<file path="config.mk">
export PLATFORM = sky130hd
export DESIGN_NAME = ascon_serial_hash
export DESIGN_NICKNAME = d
export VERILOG_FILES = /design/src/rtl/ascon_serial_hash.sv
export SDC_FILE = /design/constraint.sdc
export NUM_CORES = 2
export LEC_CHECK = 0
export ABC_AREA = 1
export ABC_CLOCK_PERIOD_IN_PS = 51700
export BUFFER_PORTS_ARGS = -buffer_cell sky130_fd_sc_hd__buf_2
export CORE_MARGIN = 1
export CORE_UTILIZATION = 45
export CTS_BUF_LIST = sky130_fd_sc_hd__clkbuf_4
export DETAILED_ROUTE_END_ITERATION = 6
export GPL_ROUTABILITY_DRIVEN = 0
export PLACE_DENSITY = 0.69
export SYNTH_ARGS = -nofsm -noshare
export SYNTH_HDL_FRONTEND = slang
export SYNTH_SLANG_ARGS = --single-unit
</file>
<file path="constraint.sdc">
create_clock -name clk -period 51.7 [get_ports clk]
set_input_delay 5.17 -clock clk [delete_from_list [all_inputs] [get_ports clk]]
set_output_delay 5.17 -clock clk [all_outputs]
set_load 0.1 [all_outputs]
</file>
<file path="src/rtl/ascon_serial_hash.sv">
// Bit-serial Ascon-Hash / Ascon-Hasha core, one permutation round per clock.
// Define ASCON_HASH_STATE_DBG_EN to expose the 320-bit state on state_dbgxSO.
module ascon_serial_hash #(
  parameter int unsigned R = 64,
  parameter int unsigned A = 12,
  parameter int unsigned B = 12,
  parameter int unsigned H = 256,
  parameter int unsigned L = 256,
  parameter int unsigned Y = 64
) (
  input  logic         clk,
  input  logic         rst,
  input  logic         messagexSI,
  input  logic         startxSI,
`ifdef ASCON_HASH_STATE_DBG_EN
  output logic [319:0] state_dbgxSO,
`else
`endif
  output logic         hash_digestxSO,
  output logic         hash_readyxSO
);

  localparam int unsigned S     = Y / 64 + 1;
  localparam int unsigned T     = (L + 63) / 64;
  localparam int unsigned PW    = S * 64;
  localparam int unsigned TW    = T * 64;
  localparam int unsigned BlkW  = (S > 1) ? $clog2(S) : 1;
  localparam int unsigned LaneW = (T > 1) ? $clog2(T) : 1;

  localparam logic [BlkW-1:0]  SLast = BlkW'(S - 1);
  localparam logic [LaneW-1:0] TLast = LaneW'(T - 1);
  localparam logic [3:0]       ALast = 4'(A - 1);
  localparam logic [3:0]       BLast = 4'(B - 1);
  localparam logic [3:0]       AOff  = 4'(12 - A);
  localparam logic [3:0]       BOff  = 4'(12 - B);
  localparam logic [63:0]      IV    = {8'h00, 8'(R), 8'(A), 8'(A - B), 32'(H)};

  typedef enum logic [2:0] {
    StIdle, StLoad, StInitRnd, StAbsorb, StAbsRnd, StSqueeze, StSqRnd, StDone
  } state_e;

  state_e            r_fsm;
  logic              r_start_q;
  logic [Y-1:0]      r_msg;
  logic [319:0]      r_st;
  logic [3:0]        r_rnd;
  logic [BlkW-1:0]   r_blk;
  logic [LaneW-1:0]  r_lane;
  logic [TW-1:0]     r_sq;
  logic [L-1:0]      r_dig;
  logic [1:0]        r_dly;
  logic              r_ready;

  logic              w_accept;
  logic              w_last_blk;
  logic [3:0]        w_rc_idx;
  logic [319:0]      w_rnd_st;
  logic [PW-1:0]     w_pad;
  logic [63:0]       w_blk;
  logic [TW-1:0]     w_cat;

  function automatic logic [319:0] ascon_round(logic [319:0] s, logic [7:0] c);
    logic [63:0] x0, x1, x2, x3, x4, t0, t1, t2, t3, t4;
    x0 = s[319:256];
    x1 = s[255:192];
    x2 = s[191:128] ^ {56'd0, c};
    x3 = s[127:64];
    x4 = s[63:0];
    x0 = x0 ^ x4;
    x4 = x4 ^ x3;
    x2 = x2 ^ x1;
    t0 = ~x0 & x1;
    t1 = ~x1 & x2;
    t2 = ~x2 & x3;
    t3 = ~x3 & x4;
    t4 = ~x4 & x0;
    x0 = x0 ^ t1;
    x1 = x1 ^ t2;
    x2 = x2 ^ t3;
    x3 = x3 ^ t4;
    x4 = x4 ^ t0;
    x1 = x1 ^ x0;
    x0 = x0 ^ x4;
    x3 = x3 ^ x2;
    x2 = ~x2;
    x0 = x0 ^ {x0[18:0], x0[63:19]} ^ {x0[27:0], x0[63:28]};
    x1 = x1 ^ {x1[60:0], x1[63:61]} ^ {x1[38:0], x1[63:39]};
    x2 = x2 ^ {x2[0],    x2[63:1]}  ^ {x2[5:0],  x2[63:6]};
    x3 = x3 ^ {x3[9:0],  x3[63:10]} ^ {x3[16:0], x3[63:17]};
    x4 = x4 ^ {x4[6:0],  x4[63:7]}  ^ {x4[40:0], x4[63:41]};
    return {x0, x1, x2, x3, x4};
  endfunction

  assign w_accept   = startxSI & ~r_start_q & ((r_fsm == StIdle) | (r_fsm == StDone));
  assign w_last_blk = (r_blk == SLast);
  assign w_rnd_st   = ascon_round(r_st, {~w_rc_idx, w_rc_idx});
  // Message then a single 1 bit, left-aligned in S blocks; lane bit 63 is the first bit.
  assign w_pad      = (PW'(r_msg) << (PW - Y)) | (PW'(1) << (PW - Y - 1));
  assign w_cat      = (r_sq << 64) | TW'(r_st[319:256]);

  // p^n uses constant indices 12-n .. 11.
  always_comb begin
    w_rc_idx = BOff + r_rnd;
    case (r_fsm)
      StInitRnd: w_rc_idx = AOff + r_rnd;
      StAbsRnd:  w_rc_idx = (w_last_blk ? AOff : BOff) + r_rnd;
      default:   w_rc_idx = BOff + r_rnd;
    endcase
  end

  always_comb begin
    w_blk = '0;
    for (int i = 0; i < S; i++) begin
      if (r_blk == BlkW'(i)) w_blk = w_pad[PW-1-64*i -: 64];
    end
  end

  always_ff @(posedge clk or posedge rst) begin
    if (rst) begin
      r_fsm     <= StIdle;
      r_start_q <= 1'b0;
      r_msg     <= '0;
      r_st      <= '0;
      r_rnd     <= '0;
      r_blk     <= '0;
      r_lane    <= '0;
      r_sq      <= '0;
      r_dig     <= '0;
      r_dly     <= '0;
      r_ready   <= 1'b0;
    end else begin
      r_start_q <= startxSI;
      // Digest holds D[0] for three edges after loading, then shifts once per edge.
      if (r_dly != 2'd2) r_dly <= r_dly + 2'd1;
      else               r_dig <= r_dig >> 1;
      case (r_fsm)
        StIdle, StDone: begin
          r_msg <= Y'({r_msg, messagexSI});
          if (w_accept) begin
            r_fsm   <= StLoad;
            r_ready <= 1'b0;
          end
        end
        StLoad: begin
          r_st  <= {IV, 256'd0};
          r_rnd <= '0;
          r_fsm <= StInitRnd;
        end
        StInitRnd: begin
          r_st  <= w_rnd_st;
          r_rnd <= r_rnd + 4'd1;
          if (r_rnd == ALast) begin
            r_blk <= '0;
            r_fsm <= StAbsorb;
          end
        end
        StAbsorb: begin
          r_st[319:256] <= r_st[319:256] ^ w_blk;
          r_rnd         <= '0;
          r_fsm         <= StAbsRnd;
        end
        StAbsRnd: begin
          r_st  <= w_rnd_st;
          r_rnd <= r_rnd + 4'd1;
          if (r_rnd == (w_last_blk ? ALast : BLast)) begin
            if (w_last_blk) begin
              r_lane <= '0;
              r_fsm  <= StSqueeze;
            end else begin
              r_blk <= r_blk + 1'b1;
              r_fsm <= StAbsorb;
            end
          end
        end
        StSqueeze: begin
          r_sq <= w_cat;
          if (r_lane == TLast) begin
            r_dig   <= L'(w_cat >> (TW - L));
            r_dly   <= 2'd0;
            r_ready <= 1'b1;
            r_fsm   <= StDone;
          end else begin
            r_rnd <= '0;
            r_fsm <= StSqRnd;
          end
        end
        StSqRnd: begin
          r_st  <= w_rnd_st;
          r_rnd <= r_rnd + 4'd1;
          if (r_rnd == BLast) begin
            r_lane <= r_lane + 1'b1;
            r_fsm  <= StSqueeze;
          end
        end
        default: r_fsm <= StIdle;
      endcase
    end
  end

  assign hash_digestxSO = r_dig[0];
  assign hash_readyxSO  = r_ready;
`ifdef ASCON_HASH_STATE_DBG_EN
  assign state_dbgxSO   = r_st;
`else
`endif

endmodule

</file>
==> flow_metrics.env <==
export IMPL_grt_pass1_vias=47314
export IMPL_final_cell_mix="2,960 x nand2_1, 845 x dfrtp_1, 705 x inv_1, 643 x nand3_1, 513 x o21ai_0"
export IMPL_yosys_area_share_simple=0.311
export IMPL_min_path_type="reg2reg"
export IMPL_cap_viol_max_count=6
export IMPL_end_kind="asynchronous set/reset pin"
export IMPL_grt_pass1_wl_um=299000
export IMPL_routedWlPerCell_um=22.1
export IMPL_grt_max_degree=190
export IMPL_busiest_layer="met2"
export IMPL_synth_ff_type="dfrtp_1"
export IMPL_dieArea_mm2=0.119
export IMPL_die_y_um=345
export IMPL_drive_gt1_frac=0.0707
export IMPL_overflow=0
export IMPL_fill_cells=11628
export IMPL_synth_compound_area_share=0.108
export IMPL_synth_top_family_by_area="simple AND/OR/NAND/NOR gates"
export IMPL_rows=125
export IMPL_drt_initial_drc_count=7643
export IMPL_fin_nets=7649
export IMPL_drtPass1Iterations=7
export IMPL_portBuffers=5
export IMPL_cts_max_level=4
export IMPL_cts_setup_buffers=0
export IMPL_dpl_hpwl_um=147000
export IMPL_ys_types=37
export IMPL_cts_hold_fix_buffers=0
export IMPL_crit_fanout=146
export IMPL_slew_violations=32
export IMPL_post_cts_resized=0
export IMPL_cts_root_buf="clkbuf_4"
export IMPL_clk_insertion_delay_late_ns=1.28
export IMPL_dp_cells=8808
export IMPL_rsz0062_at_grt="false"
export IMPL_period_share=0.141
export IMPL_drc=38
export IMPL_fin_setup_tns_ns=0
export IMPL_cts_buffers=226
export IMPL_antenna_left=0
export IMPL_postSynthNetCount=7632
export IMPL_fin_skew_ns=0.129
export IMPL_crit_type="in2async"
export IMPL_worst_slew_pin_slew_ns=1.61
export IMPL_critPathLaunchType="primary input"
export IMPL_hold_viol_final=0
export IMPL_ios=6
export IMPL_tritoncts="done"
export IMPL_violations="DRC, capacitance limit, slew limit"
export IMPL_dieWidth_um=345
export IMPL_grt_use_met3=0.131
export IMPL_max_freq_ghz=0.137
export IMPL_async_flop_share=1.00
export IMPL_grtUsageTotal=0.337
export IMPL_finalNonFillerCells=9217
export IMPL_setup_viol=0
export IMPL_syn_to_final_growth_pct=7.41
export IMPL_synth_area_mm2=0.0530
export IMPL_coreArea_mm2=0.116
export IMPL_initial_utilization=0.455
export IMPL_clkTransAtPathRegs_ns=0.06
export IMPL_cts_sinks=846
export IMPL_met1_usage=0.438
export IMPL_maxSlewHeadroom=-0.0758
export IMPL_muxShareOfSynthArea=0
export IMPL_synth_edf_count=0
export IMPL_syn_area_per_cell_um2=7.06
export IMPL_cts_buffer_depth=3
export IMPL_dr_total_vias=52828
export IMPL_ys_ff_latch=846
export IMPL_use_met2=0.441
export IMPL_synth_fa_ha_area_frac=0.0312
export IMPL_fin_util=0.489
export IMPL_final_common_cell="nand2_1"
export IMPL_synth_xor_area_share=0.0753
export IMPL_yosysWarnings=0
export IMPL_outcome="finished, violations left"
export IMPL_via_per_inst=5.73
export IMPL_layout_min_cycle_time_ns=7.28
export IMPL_synth_cells=7496
export IMPL_required_ns=52.90
export IMPL_worst_endpoint_arrival_ns=8.48
export IMPL_ys_seq_area_frac=0.400
export IMPL_routed_wl_um=204000
export IMPL_antenna_found_initial=11
==> critical path, cell delays in order <==
cell and delay (ns):
buf_2 0.13, inv_8 0.55, buf_4 0.85, buf_4 0.78
buf_12 0.60
==> kinds of logic (layout without fill, tap and decap cells) <==
family	after synthesis	in the layout
compound gates	1064	1064
simple gates	4046	4046
xor+xnor	433	433
buf+inv	975	1158
other cells	0	14
fa+ha+maj	132	132
flops	846	846
==> synth_stat cells (11+ instances only) <==
master    instances  area (um2)
o21ai_1         134         671
o21ai_0         513        2570
nand2_1        2960       11100
xor2_1          246        2150
or2_2            64         400
buf_2            98         490
ha_1            132        1650
xor2_2           16         260
nand2_2          35         219
nand3b_1         28         210
nor2_1          273        1020
buf_4            29         218
dfrtp_1         846       21200
nand4_1          19         119
a21oi_1         135         676
xnor2_1         161        1410
inv_2            11        41.3
o22ai_1          38         238
o21ai_2          16         140
nand3_1         643        3220
clkbuf_1        117         439
inv_1           707        2650
a31oi_1         221        1380
==> cell type report <==
| type | instances | area, um2 | share of cell area |
|---|---|---|---|
| antenna | 14 | 35.0 | 0.000616 |
| clock buffer | 304 | 2280 | 0.0401 |
| clock inverter | 90 | 498 | 0.00876 |
| inverter | 719 | 2730 | 0.0480 |
| multi-input combinational | 5675 | 27900 | 0.490 |
| sequential | 846 | 21200 | 0.372 |
| tap | 1524 | 1910 | 0.0335 |
| timing repair buffer | 45 | 379 | 0.00667 |
==> registers in the layout, indices dropped and copies added (netlist names) <==
signal / cells
r_st: 320
r_dig: 256
r_sq: 192
r_msg: 64
r_rnd: 4
r_fsm: 3
r_dly: 2
r_lane: 2
hash_readyxSO: 1
r_blk: 1
r_start_q: 1
==> metrics by stage <==
step | cell area (um2) | hold WS, ns | worst slack [ns]
after CTS | 56800 | 0.480 | 44.40
after global placement | 54100 | 0.466 | 43.16
final | 56900 | 0.484 | 44.42
after floorplan | 53000 | 0.453 | 22.76
after global routing | 56900 | 0.500 | 44.00
after detailed placement | 54100 | 0.473 | 43.13
==> path summary, 6_finish.rpt <==
| path | from | to | slack [ns] | cells past startpoint |
|---|---|---|---|---|
| setup reg to reg | r_fsm[1] | r_st[248] | 47.09 | 9 |
| max in group clk | hash_readyxSO | hash_readyxSO | 44.54 | 1 |
| hold reg to reg | r_sq[177] | r_sq[177] | 0.48 | 2 |
| min in group asynchronous | rst | r_dig[209] | 4.15 | 2 |
| setup / recovery | rst | r_st[174] | 44.42 | 5 |
| hold / removal | r_sq[177] | r_sq[177] | 0.48 | 2 |
==> layer usage <==
metal	vias to the layer above	wire length [um]
met5	-	89
met3	808	30500
met4	12	19000
met2	3200	76800
li1	24126	-
met1	24682	77300
Power is not shown: default switching activity piles up to over one toggle a cycle in this logic, so the estimate is an artifact.
